**src/rtl/seg7_decode_monitor.sv**
```systemverilog
// Loopback monitor: synchronizes a 7-segment pattern, waits for it to be stable, decodes it
// to BCD and checks the 0..9 wrap-around count. Optional SEG7_MON_ERRCNT_EN enables err_count.
module seg7_decode_monitor #(
  parameter int STABLE_CYCLES = 4,
  parameter int ERR_W         = 8
) (
  input  logic             clk,
  input  logic             rst,
  input  logic [6:0]       seg_in,
  output logic [3:0]       digit,
  output logic             digit_valid,
  output logic             invalid,
  output logic             seq_err,
  output logic             locked,
  output logic [ERR_W-1:0] err_count
);

  typedef enum logic {UNLOCKED, LOCKED} state_t;

  state_t     state;
  logic [6:0] s1, s2, s2_prev;
  logic [7:0] stab_cnt;
  logic       accept;
  logic       pat_valid, pat_blank;
  logic [3:0] pat_digit, next_digit;
  logic       in_seq;

  always_comb begin
    pat_valid = 1'b1;
    pat_digit = 4'd0;
    unique case (s2)
      7'h3F: pat_digit = 4'd0;
      7'h06: pat_digit = 4'd1;
      7'h5B: pat_digit = 4'd2;
      7'h4F: pat_digit = 4'd3;
      7'h66: pat_digit = 4'd4;
      7'h6D: pat_digit = 4'd5;
      7'h7D: pat_digit = 4'd6;
      7'h07: pat_digit = 4'd7;
      7'h7F: pat_digit = 4'd8;
      7'h6F: pat_digit = 4'd9;
      default: pat_valid = 1'b0;
    endcase
  end

  assign pat_blank  = (s2 == 7'h00);
  // Fires once per stable pattern: the counter only passes through STABLE_CYCLES-1 once.
  assign accept     = (s2 == s2_prev) && (stab_cnt == 8'(STABLE_CYCLES - 1));
  assign next_digit = (digit == 4'd9) ? 4'd0 : digit + 4'd1;
  assign in_seq     = (pat_digit == next_digit) || (pat_digit == digit);

  always_ff @(posedge clk) begin
    if (rst) begin
      s1       <= '0;
      s2       <= '0;
      s2_prev  <= '0;
      stab_cnt <= '0;
    end else begin
      s1      <= seg_in;
      s2      <= s1;
      s2_prev <= s2;
      if (s2 != s2_prev)                        stab_cnt <= '0;
      else if (stab_cnt != 8'(STABLE_CYCLES))   stab_cnt <= stab_cnt + 8'd1;
    end
  end

  always_ff @(posedge clk) begin
    if (rst) begin
      state       <= UNLOCKED;
      locked      <= 1'b0;
      digit       <= '0;
      digit_valid <= 1'b0;
      invalid     <= 1'b0;
      seq_err     <= 1'b0;
    end else begin
      digit_valid <= 1'b0;
      invalid     <= 1'b0;
      seq_err     <= 1'b0;
      if (accept && !pat_blank) begin
        if (pat_valid) begin
          digit       <= pat_digit;
          digit_valid <= 1'b1;
          if (state == UNLOCKED) begin
            state  <= LOCKED;
            locked <= 1'b1;
          end else if (!in_seq) begin
            seq_err <= 1'b1;
          end
        end else begin
          // Invalid pattern drops lock; digit keeps the last good value.
          invalid <= 1'b1;
          state   <= UNLOCKED;
          locked  <= 1'b0;
        end
      end
    end
  end

`ifdef SEG7_MON_ERRCNT_EN
  logic             err_evt;
  logic [ERR_W-1:0] err_q;

  assign err_evt = accept && !pat_blank &&
                   (!pat_valid || ((state == LOCKED) && !in_seq));

  always_ff @(posedge clk) begin
    if (rst)                            err_q <= '0;
    else if (err_evt && (err_q != '1))  err_q <= err_q + 1'b1;
  end

  assign err_count = err_q;
`else
  assign err_count = '0;
`endif

endmodule

```
**config.mk**
```make
export PLATFORM = sky130hd
export DESIGN_NAME = seg7_decode_monitor
export DESIGN_NICKNAME = d
export VERILOG_FILES = /design/src/rtl/seg7_decode_monitor.sv
export SDC_FILE = /design/constraint.sdc
export NUM_CORES = 1
export LEC_CHECK = 0
export CAP_MARGIN = 20
export CORE_MARGIN = 1
export CORE_UTILIZATION = 45
export DETAILED_ROUTE_END_ITERATION = 7
export GPL_ROUTABILITY_DRIVEN = 0
export HOLD_SLACK_MARGIN = 0.06
export PLACE_DENSITY = 0.68
export SLEW_MARGIN = 15
export SYNTH_ARGS = -nofsm -noshare
export SYNTH_HDL_FRONTEND = slang
export SYNTH_SLANG_ARGS = --single-unit
```
**constraint.sdc**
```tcl
create_clock -name clk -period 2.15 [get_ports clk]
set_input_delay 0.43 -clock clk [delete_from_list [all_inputs] [get_ports clk]]
set_output_delay 0.43 -clock clk [all_outputs]
set_load 0.01 [all_outputs]
```
==> run_results.csv, run 1 <==
group,metric,value,unit
status,status,"finished clean",
cts,ctsLongestPathBuffers,2,
cts,postCtsHoldBufs,0,
place,dp.final_hpwl,2130,um
layout,drive_gt1_frac,0.101,
cts,htreeDepth,2,
synth,ys_ff_latch,38,
die,start_util,0.485,
routing,via_per_inst,5.09,
die,dieWidth,65.7,um
timing,period_minus_slack,1.94,ns
timing,setup_viol,0,
power,netSwitchingPower,312,uW
cts,cts_post_setup_buffers_inserted,0,
timing,period_share,0.900,
place,portBuffers,16,
die,fp.coreArea,3770,um2
timing,fin_worst_skew,0.00383,ns
power,combPwrFrac,0.058,
setup_path,worstPathRequired,2.32,ns
setup_path,endpoint_kind,"flop",
die,rows,22,
routing,wirelength,2920,um
timing,fin_hold_ws,0.439,ns
cts,clk_latency,0.29,ns
synth,syn_inst,195,
routing,drt_iter0_drc,18,
cts,clk_pin_slew_worst_paths,0.07,ns
setup_path,startpoint_type,"flop",
power,p_sw_frac,0.220,
worst_hold_path,hp-start,"s1[4]",
setup_path,crit_start,"s2[6]",
timing,setup_ws,0.214,ns
cts,clock-sinks,38,
routing,post_drt_wl_per_cell,11.4,um
synth,yosys.area.top_type,"dfxtp_1",
synth,synth.area.top_cells,"dfxtp_1, nor2b_1, xor2_1",
synth,synth.top_cell.area_share,0.416,
power,clkPwrFrac,0.420,
routing,drcViolationCount,0,
setup_path,criticalPathCategory,"flop to flop",
power,ir_drop,0.468,mV
synth,syn_area,1830,um2
cts,cts.repair.resized,0,
power,leakage,0.783,nW
layout,antenna_cells,0,
die,die_area,4320,um2
synth,synth_ff_type,"dfxtp_1",
synth,ys_top_cells_by_count,"dfxtp_1, nor2b_1, nor2_1, xor2_1, nand3_1",
timing,max_freq,517,MHz
global_route,grt_pass1_vias,1191,
timing,finalHoldViolations,0,
timing,setup_tns,0,ns
worst_hold_path,hp-class,"flop to flop",
job,maxCapViolCount,0,
synth,synth.distinct_cells,48,
place,pre_cts_ws,0.169,ns
setup_path,cp_max_fo,8,
layout,final_util,0.548,
layout,area_growth,13.0,%
global_route,grt_pass1_wl,5120,um
global_route,grt_max_degree,22,
power,power_density,688,nW/um2
cts,cts_root_buffer,"clkbuf_8",
synth,avgSynthCellArea,9.37,um2
routing,vias,1298,
synth,yosysWarnings,0,
setup_path,worst_ep_arrival_time,2.11,ns
synth,synth_edf_count,0,
timing,slew_viol_final,0,
synth,async_flop_share,0,
global_route,grtUsageTotal,0.157,
power,finalPower,1.42,mW
timing,rsz0062_at_grt,"no",
routing,drtAntennaViolNets,0,
setup_path,r2r-start,"s2[6]",
die,dieHeight,65.7,um
cts,cts_buffers,5,
layout,nets,217,
synth,ys_seq_area_frac,0.416,
routing,drt_pass1_iterations,4,
power,pwr-share-seq,0.522,
global_route,grt-ovfl-total,0,
die,ios,25,
cts,cts_tree,"done",
synth,yosysMostFrequentCell,"dfxtp_1",
global_route,antenna_found_initial,0,
power,internal_power,1.11,mW
## layer usage
layer / up-vias / GRT usage / wire [um]
met5: - / 0 / 0
met4: 0 / 0.0815 / 66
met3: 8 / 0.0417 / 108
met2: 29 / 0.269 / 1390
met1: 595 / 0.176 / 1350
li1: 666 / - / -
## critical path: stages, from the launching register on
cell and delay, ns:
dfxtp_1 0.51, or3b_1 0.43, a311oi_2 0.27, nor3b_2 0.12, or2_4 0.29, mux2i_1 0.15, nor2_1 0.05
## path summary, 6_finish.rpt
check	endpoint	slack (ns)	cells after the start
worst min-delay path	s2[4]	0.44	1
worst max-delay path	digit[3]	0.21	6
worst min register to register	s2[4]	0.44	1
worst max register to register	digit[3]	0.21	6
## sequential cells by signal, summed over array words and instances, names as in the netlist
| register | cells |
|---|---|
| s1 | 7 |
| state | 1 |
| stab_cnt | 8 |
| digit | 4 |
| s2_prev | 7 |
| seq_err | 1 |
| s2 | 7 |
| digit_valid | 1 |
| locked | 1 |
| invalid | 1 |
## power by group through the flow
stage          Clock [mW]  Combinational [mW]  Sequential [mW]
2_1_floorplan           0              0.0842            0.745
3_3_place_gp            0              0.0805            0.757
3_5_place_dp            0              0.0826            0.758
4_1_cts             0.614              0.0827            0.742
5_1_grt             0.641              0.0926            0.745
6_report            0.597              0.0820            0.742
## final cells by class
type / count / area [um2]
timing repair buffer: 17 / 168
tap: 48 / 60.1
multi-input combinational: 140 / 948
clock buffer: 5 / 68.8
inverter: 4 / 15.0
sequential: 38 / 761
clock inverter: 3 / 45.0
fill: 324 / 1710
## kinds of logic (layout without fill, tap and decap cells)
family | Yosys count | count (layout) | share of synthesized area
flops | 38 | 38 | 0.416
simple gates | 85 | 85 | 0.282
buf+inv | 24 | 29 | 0.0828
compound gates | 25 | 25 | 0.106
other cells | 1 | 8 | 0.00205
xor+xnor | 18 | 18 | 0.0862
mux | 2 | 2 | 0.0110
fa+ha+maj | 2 | 2 | 0.0137
## placed cells by master (no fill, tap or decap), types with 2 or more instances in the layout
master and n:
nor4b_2 2, mux2i_1 2, clkdlybuf4s50_1 16, a311oi_2 2, xnor2_1 6, nor2_1 17, a21oi_1 7, clkbuf_8 5
conb_1 8, nand2_1 6, nand2b_1 4, ha_1 2, inv_1 4, nor2b_1 23, and2_1 2, o21ai_0 2
clkinvlp_4 2, nor3_1 4, and3_1 5, nand4_1 2, nand3_1 10, dfxtp_1 38, xor2_1 12, o21a_1 2
## per-stage QoR
stage	std cells	instance area (um2)
finish	255	2070
global route	255	2070
CTS	255	2060
detailed placement	247	1950
global placement	247	1950
floorplan	202	1850
Note: power is estimated with default switching activity, not from simulation.
==> run 2: changes to the inputs <==
--- a/config.mk
+++ b/config.mk
@@ -7,11 +7,12 @@
 export LEC_CHECK = 0
 export CAP_MARGIN = 20
 export CORE_MARGIN = 1
-export CORE_UTILIZATION = 45
+export CORE_UTILIZATION = 54
 export DETAILED_ROUTE_END_ITERATION = 7
 export GPL_ROUTABILITY_DRIVEN = 0
+export GPL_TIMING_DRIVEN = 1
 export HOLD_SLACK_MARGIN = 0.06
-export PLACE_DENSITY = 0.68
+export PLACE_DENSITY = 0.88
 export SLEW_MARGIN = 15
 export SYNTH_ARGS = -nofsm -noshare
 export SYNTH_HDL_FRONTEND = slang
==> run_results.csv, run 2 (synthesis results as in run 1) <==
group,metric,value,unit
power,pwr-share-seq,0.576,
job,maxCapViolCount,0,
cts,ctsLongestPathBuffers,2,
cts,cts_tree,"done",
power,internal_power,1.01,mW
die,rows,20,
cts,postCtsHoldBufs,0,
place,dp.final_hpwl,2060,um
cts,cts_buffers,5,
place,pre_cts_ws,0.234,ns
global_route,antenna_found_initial,0,
worst_hold_path,hp-class,"flop to flop",
routing,wirelength,2910,um
power,ir_drop,0.399,mV
setup_path,r2r-start,"s2[4]",
die,dieWidth,60.2,um
routing,post_drt_wl_per_cell,11.6,um
layout,regArea,761,um2
global_route,grt_pass1_vias,1111,
routing,drt_pass1_iterations,4,
layout,final_cell_mix,"dfxtp_1, nor2b_1, nor2_1, clkdlybuf4s50_1, xor2_1",
place,placed_cells,243,
layout,fillers,261,
timing,rsz0062_at_grt,"no",
cts,cts_post_setup_buffers_inserted,0,
timing,period_minus_slack,1.93,ns
timing,setup_tns,0,ns
layout,area_growth,10.3,%
power,combPwrFrac,0.064,
layout,layout_commonest_cell,"dfxtp_1",
global_route,grt-ovfl-total,0,
layout,top_register,"stab_cnt",
power,leakage,0.771,nW
routing,drt_iter0_drc,49,
die,fp.coreArea,3130,um2
layout,antenna_cells,0,
cts,cts.repair.resized,0,
power,p_sw_frac,0.214,
setup_path,worst_ep_arrival_time,2.15,ns
timing,period_share,0.899,
die,dieHeight,60.2,um
timing,fin_hold_ws,0.442,ns
layout,multiInputGateArea,942,um2
worst_hold_path,hp-start,"s1[1]",
routing,drtAntennaViolNets,0,
timing,fin_worst_skew,0.00275,ns
setup_path,crit_start,"s2[4]",
cts,htreeDepth,2,
layout,nets,217,
cts,cts_root_buffer,"clkbuf_4",
timing,max_freq,518,MHz
setup_path,endpoint_kind,"flop",
setup_path,criticalPathCategory,"flop to flop",
setup_path,worstPathRequired,2.37,ns
layout,largest_reg_flops,8,
cts,clk_pin_slew_worst_paths,0.10,ns
routing,drcViolationCount,0,
timing,setup_ws,0.218,ns
setup_path,startpoint_type,"flop",
layout,drive_gt1_frac,0.0870,
die,start_util,0.584,
power,power_density,638,nW/um2
timing,setup_viol,0,
routing,via_per_inst,5.24,
power,netSwitchingPower,275,uW
cts,clk_latency,0.34,ns
global_route,grt_pass1_wl,4800,um
timing,slew_viol_final,0,
setup_path,cp_max_fo,10,
global_route,grt_max_degree,22,
power,clkPwrFrac,0.360,
layout,final_cells,251,
global_route,grtUsageTotal,0.184,
cts,clock-sinks,38,
status,status,"finished clean",
die,die_area,3620,um2
place,portBuffers,16,
routing,vias,1315,
timing,finalHoldViolations,0,
die,ios,25,
run 2: cell types whose count changed in the layout (fill, tap and decap cells not counted), sizes merged:
cell      before  now
clkinvlp       2    0
clkbuf         5    7
run 2: cell type report:
type,instances,share of cell area
sequential,38,0.377
clock inverter,1,0.0149
inverter,4,0.00745
tap,44,0.0273
clock buffer,7,0.0223
timing repair buffer,17,0.0832
multi-input combinational,140,0.467
run 2: metrics by stage:
stage	area (um2)	utilization	power [mW]
after floorplan	1850	-	0.829
after global placement	1940	0.620	0.836
after detailed placement	1940	0.620	0.839
after CTS	2020	0.644	1.30
after global routing	2020	0.644	1.34
final	2020	0.644	1.29
run 2: path summary, 6_finish.rpt:
path / slack (ns) / endpoint / cells past startpoint
max reg2reg: 0.22 / seq_err / 6
min reg2reg: 0.44 / s2[1] / 1
min: 0.44 / s2[1] / 1
max: 0.22 / seq_err / 6
run 2: layer usage:
metal,up-vias,global-route usage,wire length [um]
li1,668,-,-
met1,610,0.226,1350
met2,30,0.279,1380
met3,7,0.0736,127
met4,0,0.0864,48
met5,-,0,0
run 2: critical path, cell delays in order (launching register included):
cell and delay [ns]:
dfxtp_1 0.45, nor4b_1 0.44, o21a_2 0.24, nor2_1 0.08, mux2i_1 0.12, o311ai_1 0.34, a311oi_2 0.14
run 2: power groups by stage:
| stage | Combinational [mW] | Clock (mW) | Sequential, mW |
|---|---|---|---|
| global route | 0.0920 | 0.506 | 0.745 |
| detailed placement | 0.0811 | 0 | 0.758 |
| finish | 0.0817 | 0.464 | 0.741 |
| floorplan | 0.0842 | 0 | 0.745 |
| global placement | 0.0794 | 0 | 0.757 |
| CTS | 0.0827 | 0.476 | 0.741 |
==> run 3: changes to the inputs <==
--- a/config.mk
+++ b/config.mk
@@ -5,14 +5,15 @@
 export SDC_FILE = /design/constraint.sdc
 export NUM_CORES = 1
 export LEC_CHECK = 0
+export ABC_AREA = 1
 export CAP_MARGIN = 20
 export CORE_MARGIN = 1
 export CORE_UTILIZATION = 54
 export DETAILED_ROUTE_END_ITERATION = 7
 export GPL_ROUTABILITY_DRIVEN = 0
-export GPL_TIMING_DRIVEN = 1
+export GPL_TIMING_DRIVEN = 0
 export HOLD_SLACK_MARGIN = 0.06
-export PLACE_DENSITY = 0.88
+export PLACE_DENSITY = 0.87
 export SLEW_MARGIN = 15
 export SYNTH_ARGS = -nofsm -noshare
 export SYNTH_HDL_FRONTEND = slang
==> run_results.csv, run 3 <==
group,metric,value,unit
routing,wirelength,3380,um
place,portBuffers,15,
setup_path,crit_family,"buffers and inverters",
timing,slew_viol_final,0,
routing,vias,1630,
layout,top_register,"stab_cnt",
die,ios,25,
layout,final_cells,354,
setup_path,reg2reg_slack,0.60,ns
cts,postCtsHoldBufs,0,
global_route,grtUsageTotal,0.197,
setup_path,worstPathRequired,1.72,ns
setup_path,slowest_stage,"clkdlybuf4s50_1",
routing,drt_iter0_drc,77,
synth,syn_inst,278,
synth,syn_area,1960,um2
die,dieWidth,62.2,um
cts,clock-sinks,38,
job,maxCapViolCount,0,
global_route,antenna_found_initial,0,
die,start_util,0.573,
cts,ctsLongestPathBuffers,2,
timing,setup_viol,0,
status,status,"finished clean",
synth,avgSynthCellArea,7.04,um2
cts,cts_root_buffer,"clkbuf_4",
place,placed_cells,346,
synth,yosys.area.top_type,"dfxtp_1",
synth,synth.area.top_cells,"dfxtp_1, nand2_1, nor2_1",
layout,antenna_cells,0,
setup_path,criticalPathCategory,"flop to output pin",
die,die_area,3870,um2
power,combPwrFrac,0.086,
setup_path,cp_max_fo,8,
worst_hold_path,hp-class,"flop to flop",
layout,layout_commonest_cell,"nand2_1",
power,ir_drop,0.462,mV
timing,setup_tns,0,ns
setup_path,startpoint_type,"flop",
power,netSwitchingPower,307,uW
synth,ys_seq_area_frac,0.389,
cts,cts_post_setup_buffers_inserted,0,
power,internal_power,925,uW
synth,synth_edf_count,0,
setup_path,crit_buf_inv,1,
global_route,grt_pass1_wl,6000,um
cts,cts.repair.resized,0,
layout,largest_reg_flops,8,
cts,htreeDepth,2,
die,rows,21,
setup_path,path_cells,"clkdlybuf4s50_1",
synth,async_flop_share,0,
die,dieHeight,62.2,um
global_route,grt-ovfl-total,0,
setup_path,endpoint_kind,"output pin",
layout,area_growth,15.2,%
routing,drcViolationCount,0,
routing,drtAntennaViolNets,0,
layout,drive_gt1_frac,0.149,
cts,clk_pin_slew_worst_paths,0.11,ns
synth,synth.distinct_cells,31,
synth,synth_ff_type,"dfxtp_1",
timing,maxSlewHeadroom,0.666,
setup_path,worst_ep_arrival_time,1.43,ns
synth,yosysWarnings,0,
routing,post_drt_wl_per_cell,9.55,um
routing,via_per_inst,4.60,
synth,yosysMostFrequentCell,"nand2_1",
cts,cts_tree,"done",
cts,clk_latency,0.35,ns
cts,cts_buffers,5,
power,pwr-share-seq,0.595,
synth,ys_top_cells_by_count,"nand2_1, nor2_1, inv_1, dfxtp_1, nand3_1",
timing,period_share,0.865,
power,leakage,1.04,nW
timing,max_slew.worst_pin.slew,0.497,ns
place,dp.final_hpwl,2600,um
timing,fin_worst_skew,0.00241,ns
layout,final_cell_mix,"nand2_1, nor2_1, inv_1, dfxtp_1, clkdlybuf4s50_1",
timing,rsz0062_at_grt,"no",
global_route,grt_max_degree,13,
layout,fillers,306,
timing,max_freq,538,MHz
routing,drt_pass1_iterations,4,
die,fp.coreArea,3420,um2
layout,nets,318,
power,clkPwrFrac,0.320,
setup_path,max_stage_delay,0.59,ns
timing,period_minus_slack,1.86,ns
timing,finalHoldViolations,0,
global_route,grt_pass1_vias,1463,
synth,synth.top_cell.area_share,0.389,
synth,ys_ff_latch,38,
power,power_density,547,nW/um2
power,p_sw_frac,0.249,
run 3: cell types whose count changed after synthesis, sizes merged, moves of 3 or more:
cell and delta:
and3 -5, buf -5, nand2b -4, nor3 -3, nor2 +43, nor2b -23, inv +44, a311oi -3
nand2 +59, o21a -3, nand4 +5, xor2 -4
run 3: area by class of cell:
type / count / area [um2] / area share
tap: 46 / 57.6 / 0.0255
sequential: 38 / 761 / 0.337
inverter: 48 / 180 / 0.0799
multi-input combinational: 185 / 947 / 0.420
clock buffer: 6 / 51.3 / 0.0228
clock inverter: 2 / 12.5 / 0.00555
buffer: 14 / 95.1 / 0.0422
timing repair buffer: 15 / 150 / 0.0666
run 3: cell families after synthesis:
logic type,count (synthesis),synth area share
flops,38,0.389
simple gates,148,0.354
other cells,1,0.00192
fa+ha+maj,2,0.0128
xor+xnor,13,0.0582
compound gates,14,0.0435
buf+inv,62,0.141
run 3: power groups by stage:
stage | logic [mW] | clock network, mW | registers [mW]
after floorplan | 0.0789 | 0 | 0.746
after global placement | 0.102 | 0 | 0.748
after detailed placement | 0.105 | 0 | 0.749
after CTS | 0.105 | 0.406 | 0.733
after global routing | 0.121 | 0.436 | 0.735
final | 0.106 | 0.394 | 0.733
run 3: final timing paths:
path                            endpoint     start  cells past startpoint
worst min-delay path               s2[5]     s1[5]                      2
worst max-delay path            digit[2]  digit[2]                      1
worst max register to register     state     s2[2]                      9
worst min register to register     s2[5]     s1[5]                      2
run 3: worst register-to-register path: stages, from the launching register on:
cell and delay (ns):
dfxtp_1 0.31, buf_4 0.15, xnor2_1 0.16, nand2_1 0.08, nor2_1 0.13, nand2_1 0.12
nor2_4 0.21, nand4_1 0.14, nand2_1 0.11, a21oi_1 0.04
run 3: metal layers:
metal,vias to the layer above,part of all wire,global-route usage
li1,876,-,-
met1,706,0.45,0.230
met2,37,0.48,0.331
met3,11,0.035,0.0441
met4,0,0.034,0.116
met5,-,0,0
run 3: per-stage QoR:
step,setup WS (ns),instance area [um2],hold slack (ns),util,power [mW]
5_1_grt,0.228,2250,0.432,0.660,1.29
2_1_floorplan,0.813,1980,0.388,-,0.825
3_5_place_dp,0.612,2190,0.395,0.641,0.854
4_1_cts,0.289,2250,0.411,0.660,1.24
6_report,0.290,2250,0.408,0.660,1.23
3_3_place_gp,0.649,2190,0.389,0.641,0.850
==> RTL change: new RTL, settings of run 1 <==
`ERR_W`: 8 -> 6.
--- a/src/rtl/seg7_decode_monitor.sv
+++ b/src/rtl/seg7_decode_monitor.sv
@@ -3,5 +3,5 @@
 module seg7_decode_monitor #(
   parameter int STABLE_CYCLES = 4,
-  parameter int ERR_W         = 8
+  parameter int ERR_W         = 6
 ) (
   input  logic             clk,
Ports: changed (resized err_count); port bits go from 25 to 23. No check against the original RTL was run, so the function may have changed too.
==> RTL change against run 1 <==
- cell count is 0.78% lower
- worst setup slack lost 0.0032 ns
- die area down 0.79%
- total power fell by 1.8%
- sequential cell count stayed put
- wire length is 0.86% higher
- synthesized area fell by 0.82%
- via count decreased by 0.15%
- cell area is 0.91% lower
- largest power group unchanged
==> RTL change: results <==
[outcome]
outcome = complete, no violations

[worst_setup_path]
worst-setup-path-type = flop to flop
arrival_ns = 2.10
regToRegSetupSlack_ns = 0.21
path_max_fanout = 9
reg2regPathDepth = 6
reg2reg_from = s2[1]

[global_routing]
track_usage = 0.159
grt_start_max_net_pins = 22
grt_first_pass_wirelength_um = 5190
first_global_vias = 1159

[cts]
clockBufferDepth = 2
ctsResizeCount = 0

[detailed_routing]
wl_per_cell_um = 11.6
num_vias = 1296
drtIter0Drc = 57

[placement]
dp_hpwl_um = 2150

[sta]
skew_ns = 0.00345

[hold_path]
min-delay-start = s1[4]

[cells_and_area]
top_register = stab_cnt
layout-drive-gt1-share = 0.0976
final_nets = 215

[power_and_ir_drop]
leakagePower_nw = 0.783
peakVddDrop_uv = 397

[synthesis]
ys.flop_type = dfxtp_1
ys_seq_area_frac = 0.420
synthTopCellsByArea = dfxtp_1, nor2b_1, xor2_1, nor2_1, buf_4
synthTopCellsByCount = dfxtp_1, nor2b_1, nor2_1, xor2_1, nand3_1
-- RTL change: critical path, stage by stage (launching register included) --
cell and delay [ns]:
dfxtp_1 0.50, and3b_1 0.26, o21a_2 0.25, nor3b_2 0.36
or2_4 0.23, mux2i_1 0.18, nor2_1 0.05
-- RTL change: area by class of cell --
cell class / instances / area (sq um)
clock inverters: 3 / 40.0
multi-input cells: 138 / 935
inverters: 4 / 15.0
clock buffers: 5 / 68.8
well taps: 48 / 60.1
repair buffers: 17 / 168
fillers: 334 / 1720
flip-flops and latches: 38 / 761
-- RTL change: power by group --
group,internal (mW),total (mW),switching (mW)
Sequential,0.722,0.742,0.0205
Combinational,0.0428,0.0803,0.0375
Clock,0.341,0.574,0.233
-- RTL change: stage by stage --
stage	area [sq um]	hold WS [ns]	setup slack, ns	total power [mW]	cells
2_1_floorplan	1830	0.414	0.390	0.825	198
3_3_place_gp	1940	0.416	0.276	0.836	245
3_5_place_dp	1940	0.422	0.247	0.839	245
4_1_cts	2050	0.439	0.226	1.42	253
5_1_grt	2050	0.451	0.0153	1.46	253
6_report	2050	0.438	0.211	1.40	253
-- RTL change: cells by family (layout without fill, tap and decap cells) --
kind of cell | count (synthesis) | after routing | synth area share
mux | 2 | 2 | 0.0110
other cells | 1 | 6 | 0.00207
flops | 38 | 38 | 0.420
xor+xnor | 18 | 18 | 0.0870
buf+inv | 22 | 29 | 0.0752
simple gates | 85 | 85 | 0.284
fa+ha+maj | 2 | 2 | 0.0138
compound gates | 25 | 25 | 0.107
-- RTL change: metal layers --
layer  wire length, um  track usage  up-vias  part of all wire
li1                  -            -      664                 -
met1              1410        0.192      600              0.48
met2              1400        0.258       26              0.48
met3                80       0.0451        6             0.027
met4                48       0.0788        0             0.016
met5                 0            0        -                 0
